[src/rtl/tile_draw_arbiter_if.sv]
// ---------------------------------------------------------------------------
// tile_draw_arbiter_if
// Bundles the two requester handshakes and the tile-draw datapath controls
// driven by tile_draw_arbiter.
//   requester side : req0/tile0/flash0, req1/tile1/flash1 (to arbiter)
//                    gnt0/done0, gnt1/done1 (from arbiter)
//   datapath side  : tile_num, ld_tile, ld_flash, writeEnable, counterEnable,
//                    pixel_index, busy (from arbiter)
// Modports: slave = arbiter, master = requesters + datapath consumer.
// ---------------------------------------------------------------------------
interface tile_draw_arbiter_if #(
   parameter int CW = 6
);
   logic          req0;
   logic [1:0]    tile0;
   logic          flash0;
   logic          req1;
   logic [1:0]    tile1;
   logic          flash1;
   logic          gnt0;
   logic          gnt1;
   logic          done0;
   logic          done1;
   logic [1:0]    tile_num;
   logic          ld_tile;
   logic          ld_flash;
   logic          writeEnable;
   logic          counterEnable;
   logic [CW-1:0] pixel_index;
   logic          busy;

   modport slave (
      input  req0, tile0, flash0, req1, tile1, flash1,
      output gnt0, gnt1, done0, done1, tile_num, ld_tile, ld_flash,
             writeEnable, counterEnable, pixel_index, busy
   );

   modport master (
      output req0, tile0, flash0, req1, tile1, flash1,
      input  gnt0, gnt1, done0, done1, tile_num, ld_tile, ld_flash,
             writeEnable, counterEnable, pixel_index, busy
   );
endinterface

[src/rtl/tile_draw_arbiter.sv]
// ---------------------------------------------------------------------------
// tile_draw_arbiter
// Round-robin arbiter owning the shared 8x8 tile-draw datapath. Each grant
// runs one whole tile job: LOAD (colour/origin load), SETTLE, DRAW
// (PIXELS write strobes), then GAP idle cycles before re-arbitration.
// Ports:
//   clock : system clock, rising edge
//   reset : synchronous active-high reset, returns to IDLE and aborts a job
//   bus   : tile_draw_arbiter_if.slave, requester handshakes + datapath
//           strobes (see interface header)
// ---------------------------------------------------------------------------
module tile_draw_arbiter #(
   parameter int PIXELS = 64,
   parameter int CW     = 6,
   parameter int GAP    = 2
) (
   input logic               clock,
   input logic               reset,
   tile_draw_arbiter_if.slave bus
);

   typedef enum logic [2:0] {
      S_IDLE,
      S_LOAD,
      S_SETTLE,
      S_DRAW,
      S_GAP
   } state_t;

   localparam logic [CW-1:0] LAST_PIX = CW'(PIXELS - 1);
   localparam logic [CW-1:0] ONE_PIX  = CW'(1);
   localparam logic [3:0]    LAST_GAP = 4'(GAP - 1);
   localparam logic [3:0]    ONE_GAP  = 4'd1;

   state_t        state;
   state_t        next_state;
   logic [1:0]    job_tile;
   logic          job_flash;
   logic          job_owner;
   logic          last_winner;
   logic [CW-1:0] pix_cnt;
   logic [3:0]    gap_cnt;

   logic          any_req;
   logic          pick1;

   logic          gnt0_c;
   logic          gnt1_c;
   logic          done0_c;
   logic          done1_c;
   logic          ld_tile_c;
   logic          ld_flash_c;
   logic          write_c;
   logic [CW-1:0] pixel_c;

   // On a tie the requester that did not win last time is chosen.
   assign any_req = bus.req0 | bus.req1;
   assign pick1   = bus.req1 & (~bus.req0 | ~last_winner);

   // State register
   always_ff @(posedge clock) begin
      if (reset) begin
         state <= S_IDLE;
      end else begin
         state <= next_state;
      end
   end

   // Job latch and pixel/gap counters; the job is captured on the grant
   // edge so later input changes cannot disturb a tile mid-draw.
   always_ff @(posedge clock) begin
      if (reset) begin
         job_tile    <= 2'd0;
         job_flash   <= 1'b0;
         job_owner   <= 1'b0;
         last_winner <= 1'b1;
         pix_cnt     <= '0;
         gap_cnt     <= '0;
      end else begin
         if (state == S_IDLE && any_req) begin
            job_owner   <= pick1;
            last_winner <= pick1;
            job_tile    <= pick1 ? bus.tile1  : bus.tile0;
            job_flash   <= pick1 ? bus.flash1 : bus.flash0;
         end
         // Counter saturates at the last pixel and falls back to 0 in GAP.
         if (state == S_DRAW && pix_cnt != LAST_PIX) begin
            pix_cnt <= pix_cnt + ONE_PIX;
         end else begin
            pix_cnt <= '0;
         end
         if (state == S_GAP && gap_cnt != LAST_GAP) begin
            gap_cnt <= gap_cnt + ONE_GAP;
         end else begin
            gap_cnt <= '0;
         end
      end
   end

   // Next-state logic
   always_comb begin
      next_state = state;
      case (state)
         S_IDLE:   if (any_req) next_state = S_LOAD;
         S_LOAD:   next_state = S_SETTLE;
         S_SETTLE: next_state = S_DRAW;
         S_DRAW:   if (pix_cnt == LAST_PIX) next_state = S_GAP;
         S_GAP:    if (gap_cnt == LAST_GAP) next_state = S_IDLE;
         default:  next_state = S_IDLE;
      endcase
   end

   // Output decode; done fires only in the first GAP cycle.
   always_comb begin
      gnt0_c     = 1'b0;
      gnt1_c     = 1'b0;
      done0_c    = 1'b0;
      done1_c    = 1'b0;
      ld_tile_c  = 1'b0;
      ld_flash_c = 1'b0;
      write_c    = 1'b0;
      pixel_c    = '0;
      case (state)
         S_LOAD: begin
            gnt0_c     = ~job_owner;
            gnt1_c     = job_owner;
            ld_flash_c = job_flash;
            ld_tile_c  = ~job_flash;
         end
         S_DRAW: begin
            write_c = 1'b1;
            pixel_c = pix_cnt;
         end
         S_GAP: begin
            if (gap_cnt == 4'd0) begin
               done0_c = ~job_owner;
               done1_c = job_owner;
            end
         end
         default: begin
         end
      endcase
   end

   assign bus.gnt0          = gnt0_c;
   assign bus.gnt1          = gnt1_c;
   assign bus.done0         = done0_c;
   assign bus.done1         = done1_c;
   assign bus.tile_num      = job_tile;
   assign bus.ld_tile       = ld_tile_c;
   assign bus.ld_flash      = ld_flash_c;
   assign bus.writeEnable   = write_c;
   assign bus.counterEnable = write_c;
   assign bus.pixel_index   = pixel_c;
   assign bus.busy          = (state != S_IDLE);

endmodule
[src/flat_wrapper.sv]
// flat-port wrapper written by rule: the top's interface ports become plain ports
module tile_draw_arbiter_flat 
#(
   parameter int PIXELS = 64,
   parameter int CW     = 6,
   parameter int GAP    = 2
)
  (clock, reset, bus_req0, bus_tile0, bus_flash0, bus_req1, bus_tile1, bus_flash1, bus_gnt0, bus_gnt1, bus_done0, bus_done1, bus_tile_num, bus_ld_tile, bus_ld_flash, bus_writeEnable, bus_counterEnable, bus_pixel_index, bus_busy);
  tile_draw_arbiter_if #(.CW(CW)) bus_i ();
  input logic clock;
  input logic reset;
  input wire logic [$bits(bus_i.req0)-1:0] bus_req0;
  input wire logic [$bits(bus_i.tile0)-1:0] bus_tile0;
  input wire logic [$bits(bus_i.flash0)-1:0] bus_flash0;
  input wire logic [$bits(bus_i.req1)-1:0] bus_req1;
  input wire logic [$bits(bus_i.tile1)-1:0] bus_tile1;
  input wire logic [$bits(bus_i.flash1)-1:0] bus_flash1;
  output wire logic [$bits(bus_i.gnt0)-1:0] bus_gnt0;
  output wire logic [$bits(bus_i.gnt1)-1:0] bus_gnt1;
  output wire logic [$bits(bus_i.done0)-1:0] bus_done0;
  output wire logic [$bits(bus_i.done1)-1:0] bus_done1;
  output wire logic [$bits(bus_i.tile_num)-1:0] bus_tile_num;
  output wire logic [$bits(bus_i.ld_tile)-1:0] bus_ld_tile;
  output wire logic [$bits(bus_i.ld_flash)-1:0] bus_ld_flash;
  output wire logic [$bits(bus_i.writeEnable)-1:0] bus_writeEnable;
  output wire logic [$bits(bus_i.counterEnable)-1:0] bus_counterEnable;
  output wire logic [$bits(bus_i.pixel_index)-1:0] bus_pixel_index;
  output wire logic [$bits(bus_i.busy)-1:0] bus_busy;
  assign bus_i.req0 = bus_req0;
  assign bus_i.tile0 = bus_tile0;
  assign bus_i.flash0 = bus_flash0;
  assign bus_i.req1 = bus_req1;
  assign bus_i.tile1 = bus_tile1;
  assign bus_i.flash1 = bus_flash1;
  assign bus_gnt0 = bus_i.gnt0;
  assign bus_gnt1 = bus_i.gnt1;
  assign bus_done0 = bus_i.done0;
  assign bus_done1 = bus_i.done1;
  assign bus_tile_num = bus_i.tile_num;
  assign bus_ld_tile = bus_i.ld_tile;
  assign bus_ld_flash = bus_i.ld_flash;
  assign bus_writeEnable = bus_i.writeEnable;
  assign bus_counterEnable = bus_i.counterEnable;
  assign bus_pixel_index = bus_i.pixel_index;
  assign bus_busy = bus_i.busy;
  tile_draw_arbiter #(.PIXELS(PIXELS), .CW(CW), .GAP(GAP)) u_core (.clock(clock), .reset(reset), .bus(bus_i));
endmodule
[config.mk]
export PLATFORM = sky130hd
export DESIGN_NAME = tile_draw_arbiter_flat
export DESIGN_NICKNAME = d
export VERILOG_FILES = /design/src/rtl/tile_draw_arbiter_if.sv /design/src/rtl/tile_draw_arbiter.sv /design/src/flat_wrapper.sv
export SDC_FILE = /design/constraint.sdc
export NUM_CORES = 1
export LEC_CHECK = 0
export ABC_AREA = 1
export CORE_MARGIN = 5
export CORE_UTILIZATION = 41
export DETAILED_ROUTE_END_ITERATION = 12
export MAX_ROUTING_LAYER = met4
export PLACE_DENSITY = 0.7
export SETUP_SLACK_MARGIN = 0.2
export SLEW_MARGIN = 30
export SYNTH_ARGS = -nofsm -noshare
export SYNTH_HDL_FRONTEND = slang
export SYNTH_SLANG_ARGS = --single-unit
[constraint.sdc]
create_clock -name clock -period 1.35 [get_ports clock]
set_clock_uncertainty 0.05 [all_clocks]
set_input_delay 0.2025 -clock clock [delete_from_list [all_inputs] [get_ports clock]]
set_output_delay 0.2025 -clock clock [all_outputs]
set_load 0.005 [all_outputs]
# Word level (Yosys, flattened, before mapping)
# Index checks and enable logic that the tools add are counted.
[totals]
ramBits = 0
romBits = 0
latchBits = 0
elab_cells = 54
inputBits = 10
regBits = 18
output_inout_bits = 17
n_memories = 0
[op_classes]
n_div = 0
n_shift = 0
bitwise_logic = 9
eq_ne = 11
mul = 0
n_addsub = 2
reduce_logical = 9
order_cmp = 0
muxes = 16
[op_table]
columns = ["cell", "n"]
rows = [
  ["3-bit case mux with 5 select lines", 1],
  ["1-bit two-way mux", 10],
  ["3-bit two-way mux", 3],
  ["6-bit by 1-bit adder with 6-bit output, second input constant", 1],
  ["3-bit by 2-bit equality test with 1-bit output, second input constant", 2],
  ["6-bit equality test, second input constant", 1],
  ["6-bit two-way mux", 1],
  ["6-bit inequality test, second input constant", 1],
  ["1-bit inverter", 6],
  ["4-bit by 1-bit adder with 4-bit output, second input constant", 1],
  ["4-bit by 1-bit equality test with 1-bit output, second input constant", 1],
  ["4-bit logical NOT", 1],
  ["2-bit inequality test, second input constant", 2],
  ["4-bit by 1-bit inequality test with 1-bit output, second input constant", 1],
  ["2-bit OR reduction", 2],
  ["3-bit by 1-bit equality test with 1-bit output, second input constant", 1],
  ["3-bit equality test, second input constant", 1],
  ["1-bit logical AND", 3],
  ["3-bit logical NOT", 1],
  ["3-bit AND reduction", 1],
  ["3-bit nonzero test", 1],
  ["2-bit two-way mux", 1],
  ["2-bit by 1-bit inequality test with 1-bit output, second input constant", 1],
  ["1-bit OR", 2],
  ["1-bit bitwise AND", 1],
]

# Logic depth before layout (Yosys ltp)
# Gate-level depths: netlist of run 1.
[depth]
ltp_word = 4
depth_mapped = 8
depth_no_buf = 8

# Worst setup path after synthesis of run 1
# No wires, ideal clock.
[synth_path]
path_type = "register to register"
startpoint = "register u_core.pix_cnt[0]"
endpoint = "register u_core.state[0]"
required_ns = 1.191
arrival_ns = 1.037
setup_time_ns = 0.109
path_buffers = 0
slack_ns = 0.154
path_stages_with_launch = 7
synth_period_minus_slack_ns = 1.196
path_cell_list = "dfxtp_1 ha_1 nand3_1 o21ai_2 nand4_1 nand2_1 inv_1"
[synth_between]
elab_chain_cells = 3
[synth_lines]
columns = ["element", "line", "rtl"]
rows = [
  ["start, declared", "tile_draw_arbiter.sv:41", "logic [CW-1:0] pix_cnt;"],
  ["start signal, assigned", "tile_draw_arbiter.sv:88", "pix_cnt <= pix_cnt + ONE_PIX;"],
  ["6-bit equality test", "tile_draw_arbiter.sv:107", "S_DRAW: if (pix_cnt == LAST_PIX) next_state = S_GAP;"],
  ["2-bit inequality test (no source line)", "--", ""],
  ["3-bit AND reduction (no source line)", "--", ""],
  ["end signal, assigned", "tile_draw_arbiter.sv:65", "state <= next_state;"],
  ["end, declared", "tile_draw_arbiter.sv:35", "state_t state;"],
]
# Every way passes these cells.
# A chain may end at the register's enable or synchronous reset.

# Worst setup path in the final report of run 1
[layout_path]
startpoint = "register u_core.state[2]"
endpoint = "output bus_counterEnable"
[layout_between]
elab_chain_cells = 2
[layout_lines]
columns = ["element", "line", "rtl"]
rows = [
  ["3-bit by 2-bit equality test with 1-bit output", "tile_draw_arbiter.sv:123", "case (state)"],
  ["1-bit two-way mux", "tile_draw_arbiter.sv:123", ""],
  ["end, declared", "flat_wrapper.sv:26", "output wire logic [$bits(bus_i.counterEnable)-1:0] bus_counterEnable;"],
]
# Every way passes these cells.

==> reports/metrics.yaml, run 1 <==
route:
  ant_nets: 0
  via_count: 1045
  drt_iter0_markers: 31
  drt-vias-per-instance: 4.82
  routed_wire_length_per_instance_um: 12.5
  drt_pre_antenna_iters: 4
  route.final.wire_length_um: 2720
  drc_errors: 0
sta:
  drv_slew: 0
  setup_viol: 22
  hold_violation_total_from_the_final_report: 0
  hold-worst-slack_ns: 0.431
  slew-limit-headroom_pct: 82.0
  period_needed_ns: 1.47
  grt_setup_unrepaired: "yes"
  fin_ws_ns: -0.124
  tightestPinTransition_ns: 0.268
  maximum_achievable_frequency_mhz: 678
  setup_tns_ns: -1.51
  post-route-period-util_pct: 109
logic_synthesis:
  syn_inst: 134
  yosysUniqueCellTypes: 25
  syn-cell-area_sq_um: 980
  yosysWarnings: 0
  mappedNetlistNets: 148
  synth.avg_cell_area_sq_um: 7.31
  yosysSeqAreaShare_pct: 36.8
  yosys_register_bits: 18
worst_setup_path:
  cp-startpoint: "u_core.state[2]"
  critPathMaxFanout: 3
  critPathArrivalTime_ns: 1.22
  endpoint_kind: "output pin"
  critPathLaunchType: "flip-flop"
  required_worst_endpoint_ns: 1.10
  rr_startpoint: "u_core.state[2]"
  crit_type: "reg2out"
finish:
  fin_util_pct: 71.8
  fin_area_sq_mm: 0.00162
  combined_area_of_the_multi_input_logic_cells_sq_um: 671
  diodes: 0
  post_route_cells_drive_above_1_share_pct: 51.3
  num-fill-cells: 176
  final_layout_net_count: 205
  area_delta_synth_final_pct: 65.3
  layout.area.seq_sq_um: 377
placement:
  finalWeightedCongestion: 0.859
  placement.io_buffers: 26
  dpl.hpwl_um: 1790
  place_area_sq_mm: 0.00143
floorplanning:
  initial_core_util_pct: 43.5
  fp.dieW_um: 58.9
  placeableCoreArea_sq_mm: 0.00225
  placement_rows: 17
  dieHeight_um: 58.9
  ios: 27
  design.die.area_sq_mm: 0.00347
pwr:
  static_leakage_nw: 0.705
  switching_share_pct: 40.2
  p_per_area_mw_per_mm2: 1470
  cell_internal_pwr_mw: 1.43
  seq_power_share_pct: 30.7
  share_clk_of_total_power_pct: 11.1
  power_frac_comb_pct: 58.2
  psw_uw: 960
  totalPowerFinal_mw: 2.39
  max-vdd-ir-drop_uv: 1040
clocking:
  tritoncts.num_buffers: 3
  path_clk_slew_ns: 0.10
  htreeDepth: 1
  clockBufferDepth: 2
  cts_sinks: 18
  tritoncts: "done"
  clk_latency_ns: 0.29
  root_buffer: "clkbuf_4"
global_routing:
  grt_pass1_vias: 1077
  global_route_wire_length_before_repair_um: 4530
  grt_antenna_before_repair: 0
  grt_max_degree: 10
  grt-ovfl-total: 0
  groute.usage.overall_pct: 17.2
worst_hold_path:
  hp_class: "reg2reg"
  holdCritStartpoint: "u_core.bus.tile_num[1]"
run_status:
  status: "finished with violations"
  violations: "negative setup slack"
job:
  timing.max_cap.violations: 0
cells by family (layout without fill, tap and decap cells):
group           after synthesis  count (layout)  share of synthesized area [%]
buf+inv                      24              79                           9.58
compound gates               10              10                           8.05
simple gates                 75              75                           37.8
fa+ha+maj                     4               4                           5.11
xor+xnor                      3               3                           2.68
flops                        18              18                           36.8
final cells by class:
cell class	instances	area share, %
clock buffers	3	1.39
multi-input cells	92	41.4
well taps	28	2.16
flip-flops and latches	18	23.3
inverters	23	5.64
repair buffers	53	26.1
state kept, by name, indices dropped and copies added (netlist names):
name                 flops
u_core.bus.tile_num      2
u_core.gap_cnt           4
u_core.job_flash         1
u_core.job_owner         1
u_core.last_winner       1
u_core.pix_cnt           6
u_core.state             3
Yosys cell counts (all sizes together):
master	count	area, sq um
xnor2	1	8.76
nor3	3	20.0
nand4	1	6.26
ha	4	50.1
nand2	29	121
a31oi	1	6.26
buf	1	7.51
nand3	13	70.1
nor2	29	153
dfxtp	18	360
o211ai	1	21.3
inv	23	86.3
xor2	2	17.5
a21oi	5	32.5
o21ai	3	18.8
final timing paths:
path	end	slack, ns	depth (start not counted)
min reg2reg	u_core.bus.tile_num[1]	0.43	2
max	bus_counterEnable	-0.12	5
min	u_core.bus.tile_num[1]	0.43	2
max reg2reg	u_core.state[0]	-0.07	10
cell usage in the layout, fill, tap and decap left out, types with 5 or more instances in the layout:
cell type	synthesis	final
inv_1	22	17
dfxtp_1	18	9
buf_6	0	8
buf_2	0	13
nor2_1	23	15
clkdlybuf4s50_1	0	9
nor2_2	2	7
nor2_4	3	6
buf_4	1	21
dfxtp_2	0	7
nand2_2	2	5
nand3_1	12	9
nand2_1	26	21
metrics by stage:
stage | setup WS, ns | std cells
after global routing | -0.179 | 217
final | -0.124 | 217
after CTS | -0.127 | 216
after detailed placement | -0.197 | 207
after global placement | -0.169 | 207
after floorplan | 0.200 | 134
power groups by stage:
| stage | clock network, mW | registers (mW) | logic (mW) |
|---|---|---|---|
| after CTS | 0.270 | 0.712 | 1.28 |
| final | 0.265 | 0.731 | 1.39 |
| after global routing | 0.302 | 0.740 | 1.51 |
| after detailed placement | 0 | 0.707 | 1.09 |
| after global placement | 0 | 0.700 | 1.07 |
| after floorplan | 0 | 0.717 | 0.530 |
metal layers:
metal	vias to the layer above	wire length [um]	global-route usage [%]	share of wire, %
met5	-	0	-	0
met4	0	95	10.4	3.5
met3	13	166	2.63	6.1
met2	38	1360	29.2	50
met1	468	1100	18.7	40
li1	526	-	-	-
worst max-delay path, stage by stage (launching register included):
cell	delay [ns]
dfxtp_2	0.35
buf_4	0.14
nor2_4	0.13
buf_4	0.13
buf_6	0.10
buf_6	0.09
timing repair:
action | in CTS | in global routing
hold buffers | 0 | 0
endpoints found under the setup margin | 35 | 35
pin swaps | 18 | 13
buffers inserted | 6 | 1
gates resized for setup | 99 | 22
(Power assumes the default switching activity.)
==> inputs of run 2 (changes only) <==
- CORE_MARGIN: 5 -> 2
- HOLD_SLACK_MARGIN: default -> 0.02
==> reports/metrics.yaml, run 2 (synthesis results as in run 1) <==
worst_setup_path:
  worstReg2RegEnd: "u_core.state[1]"
  critPathMaxFanout: 4  # +1
  rr_startpoint: "u_core.state[1]"
  critical_path_buf_inv_count: 3  # -1
  endpoint_kind: "output pin"
  critical_path.top_delay_family: "flip-flops"
  cpMaxStageDelayCell: "dfxtp_4"
  critPathArrivalTime_ns: 1.22  # about the same
  crit_type: "reg2out"
  crit_path_max_incr_delay_ns: 0.38  # +0.03 ns
  crit_cells: 5  # unchanged
  rrSetupSlack_ns: 0  # +0.07 ns
  required_worst_endpoint_ns: 1.10  # about the same
  critPathLaunchType: "flip-flop"
  worst-r2r-cell-count: 8  # -2
  cp_cell_instances: "buf_4 -> nor2_4 -> inv_2 -> nor3_2 -> buf_2"
finish:
  post_route_cells_drive_above_1_share_pct: 55.8  # +4.5 points
  diodes: 0  # unchanged
  num-fill-cells: 145  # -18%
  commonest_cells_after_routing_fill_and_taps_aside: "buf_4 (22), inv_1 (18), nand2_1 (17)"
  max_flop_register: "u_core.pix_cnt"
  combined_area_of_the_multi_input_logic_cells_sq_um: 694  # +3.5%
  area_delta_synth_final_pct: 79.2
  layout.area.seq_sq_um: 378  # +0.33%
  largest_reg_flops: 6  # unchanged
  fin_util_pct: 78.6  # +6.8 points
  mostFrequentLayoutCell: "buf_4"
  fin_area_sq_mm: 0.00176  # +8.4%
  final_layout_net_count: 212  # +3.4%
  instances_no_fill: 225  # +3.7%
  layout_top_registers: "u_core.pix_cnt (6), u_core.gap_cnt (4), u_core.state (3)"
placement:
  dpl.cell_count: 209  # +0.97%
  placement.io_buffers: 26  # unchanged
  dpl.hpwl_um: 1850  # +3.5%
  place_worst_setup_slack_ns: -0.198  # -0.000711 ns
  place_area_sq_mm: 0.00145  # +1.9%
  finalWeightedCongestion: 0.747  # -13%
floorplanning:
  initial_core_util_pct: 43.9  # +0.41 points
  dieHeight_um: 52.9  # -10%
  design.die.area_sq_mm: 0.00280  # -19%
  fp.dieW_um: 52.9  # -10%
  placeableCoreArea_sq_mm: 0.00223  # -0.94%
  placement_rows: 17  # unchanged
  ios: 27  # unchanged
route:
  drt-vias-per-instance: 4.64  # -3.7%
  drt_pre_antenna_iters: 4  # unchanged
  via_count: 1043  # -0.19%
  drc_errors: 0  # unchanged
  routed_wire_length_per_instance_um: 12.1  # -3.4%
  drt_iter0_markers: 10  # -68%
  route.final.wire_length_um: 2730  # +0.18%
  ant_nets: 0  # unchanged
sta:
  tightestPinTransition_ns: 0.281  # +0.0132 ns
  hold_violation_total_from_the_final_report: 0  # unchanged
  fin_ws_ns: -0.122  # +0.00227 ns
  slew-limit-headroom_pct: 81.1  # -0.88 points
  grt_setup_unrepaired: "yes"
  setup_viol: 14  # -36%
  period_needed_ns: 1.47  # -0.00227 ns
  maximum_achievable_frequency_mhz: 679  # +0.15%
  drv_slew: 0  # unchanged
  setup_tns_ns: -1.22  # +0.282 ns
  post-route-period-util_pct: 109  # -0.17 points
global_routing:
  grt_max_degree: 11  # +1
  grt_antenna_before_repair: 0  # unchanged
  grt_pass1_vias: 983  # -8.7%
  global_route_wire_length_before_repair_um: 4110  # -9.4%
  grt-ovfl-total: 0  # unchanged
  groute.usage.overall_pct: 21.0  # +3.8 points
clocking:
  path_clk_slew_ns: 0.10  # about the same
  tritoncts: "done"
  clockBufferDepth: 2  # unchanged
  ctsHoldBuffers: 0  # unchanged
  root_buffer: "clkbuf_4"
  clk_latency_ns: 0.30  # about the same
  htreeDepth: 1  # unchanged
  tritoncts.num_buffers: 3  # unchanged
  cts_sinks: 18  # unchanged
pwr:
  psw_mw: 1.05  # +9.8%
  p_per_area_mw_per_mm2: 1550  # +5.4%
  seq_power_share_pct: 28.0  # -2.7 points
  switching_share_pct: 38.6  # -1.6 points
  power_frac_comb_pct: 59.7  # +1.5 points
  cell_internal_pwr_mw: 1.67  # +17%
  static_leakage_nw: 0.762  # +8.1%
  max-vdd-ir-drop_uv: 1040  # -0.28%
  share_clk_of_total_power_pct: 12.2  # +1.1 points
run_status:
  status: "finished with violations"
  violations: "negative setup slack"
worst_hold_path:
  min_path_cells: 2  # unchanged
  end_of_the_worst_hold_path: "u_core.bus.tile_num[1]"
  hp_class: "reg2reg"
  holdCritStartpoint: "u_core.bus.tile_num[1]"
job:
  timing.max_cap.violations: 0  # unchanged
==> run 2: changes by cell type in the layout (fill, tap and decap cells not counted), moves of 2 or more <==
cell	delta
nand2_1	-4
dfxtp_2	-2
nand2_2	+3
nand3_2	+4
inv_2	-2
buf_6	+6
nand3_1	-3
inv_6	+2
==> run 2: power groups by stage <==
stage | sequential, mW | combinational, mW | clock, mW
detailed placement | 0.711 | 1.09 | 0
global placement | 0.708 | 1.05 | 0
floorplan | 0.717 | 0.530 | 0
global route | 0.780 | 1.76 | 0.364
CTS | 0.717 | 1.34 | 0.336
finish | 0.765 | 1.63 | 0.333
==> run 2: worst max-delay path by stage <==
| stage | startpoint | slack, ns | end |
|---|---|---|---|
| after global routing | u_core.gap_cnt[1] | -0.18 | bus_done1 |
| final | u_core.state[0] | -0.12 | bus_done1 |
| after floorplan | u_core.state[0] | 0.20 | bus_pixel_index[0] |
| after detailed placement | u_core.state[2] | -0.20 | bus_done0 |
| after global placement | u_core.gap_cnt[1] | -0.17 | bus_done1 |
| after CTS | u_core.state[0] | -0.14 | bus_gnt1 |
==> run 2: per-stage QoR <==
step                      hold slack, ns  power, mW
after CTS                          0.414       2.39
after global placement             0.399       1.76
after detailed placement           0.401       1.80
final                              0.422       2.73
after floorplan                    0.215       1.25
after global routing               0.440       2.90
==> run 2: cell type report <==
class                   count  share of cell area (%)
multi-input cells          92                    39.6
well taps                  28                    2.00
flip-flops and latches     18                    21.5
inverters                  23                    5.63
clock buffers               4                    2.07
repair buffers             60                    29.2
==> run 2: per-layer routing <==
metal / GRT usage [%] / share of wire [%] / vias up
li1: - / - / 543
met2: 38.5 / 50 / 26
met4: 5.98 / 1.3 / 0
met1: 23.1 / 44 / 470
met3: 3.67 / 4.3 / 4
met5: - / 0 / -
==> run 2: timing repair <==
| action | 4_1_cts | 5_1_grt |
|---|---|---|
| setup endpoints to repair | 35 | 35 |
| buffers inserted | 8 | 4 |
| pin swaps | 23 | 16 |
| endpoints found under the hold margin | 0 | 0 |
| gates resized for setup | 100 | 37 |
==> run 2: worst register-to-register path: stages, from the launching register on <==
cell and delay (ns):
dfxtp_4 0.38, inv_4 0.06, buf_6 0.09, nand2_4 0.06, buf_6 0.12, buf_4 0.12, buf_4 0.12, buf_4 0.12
a31oi_1 0.15
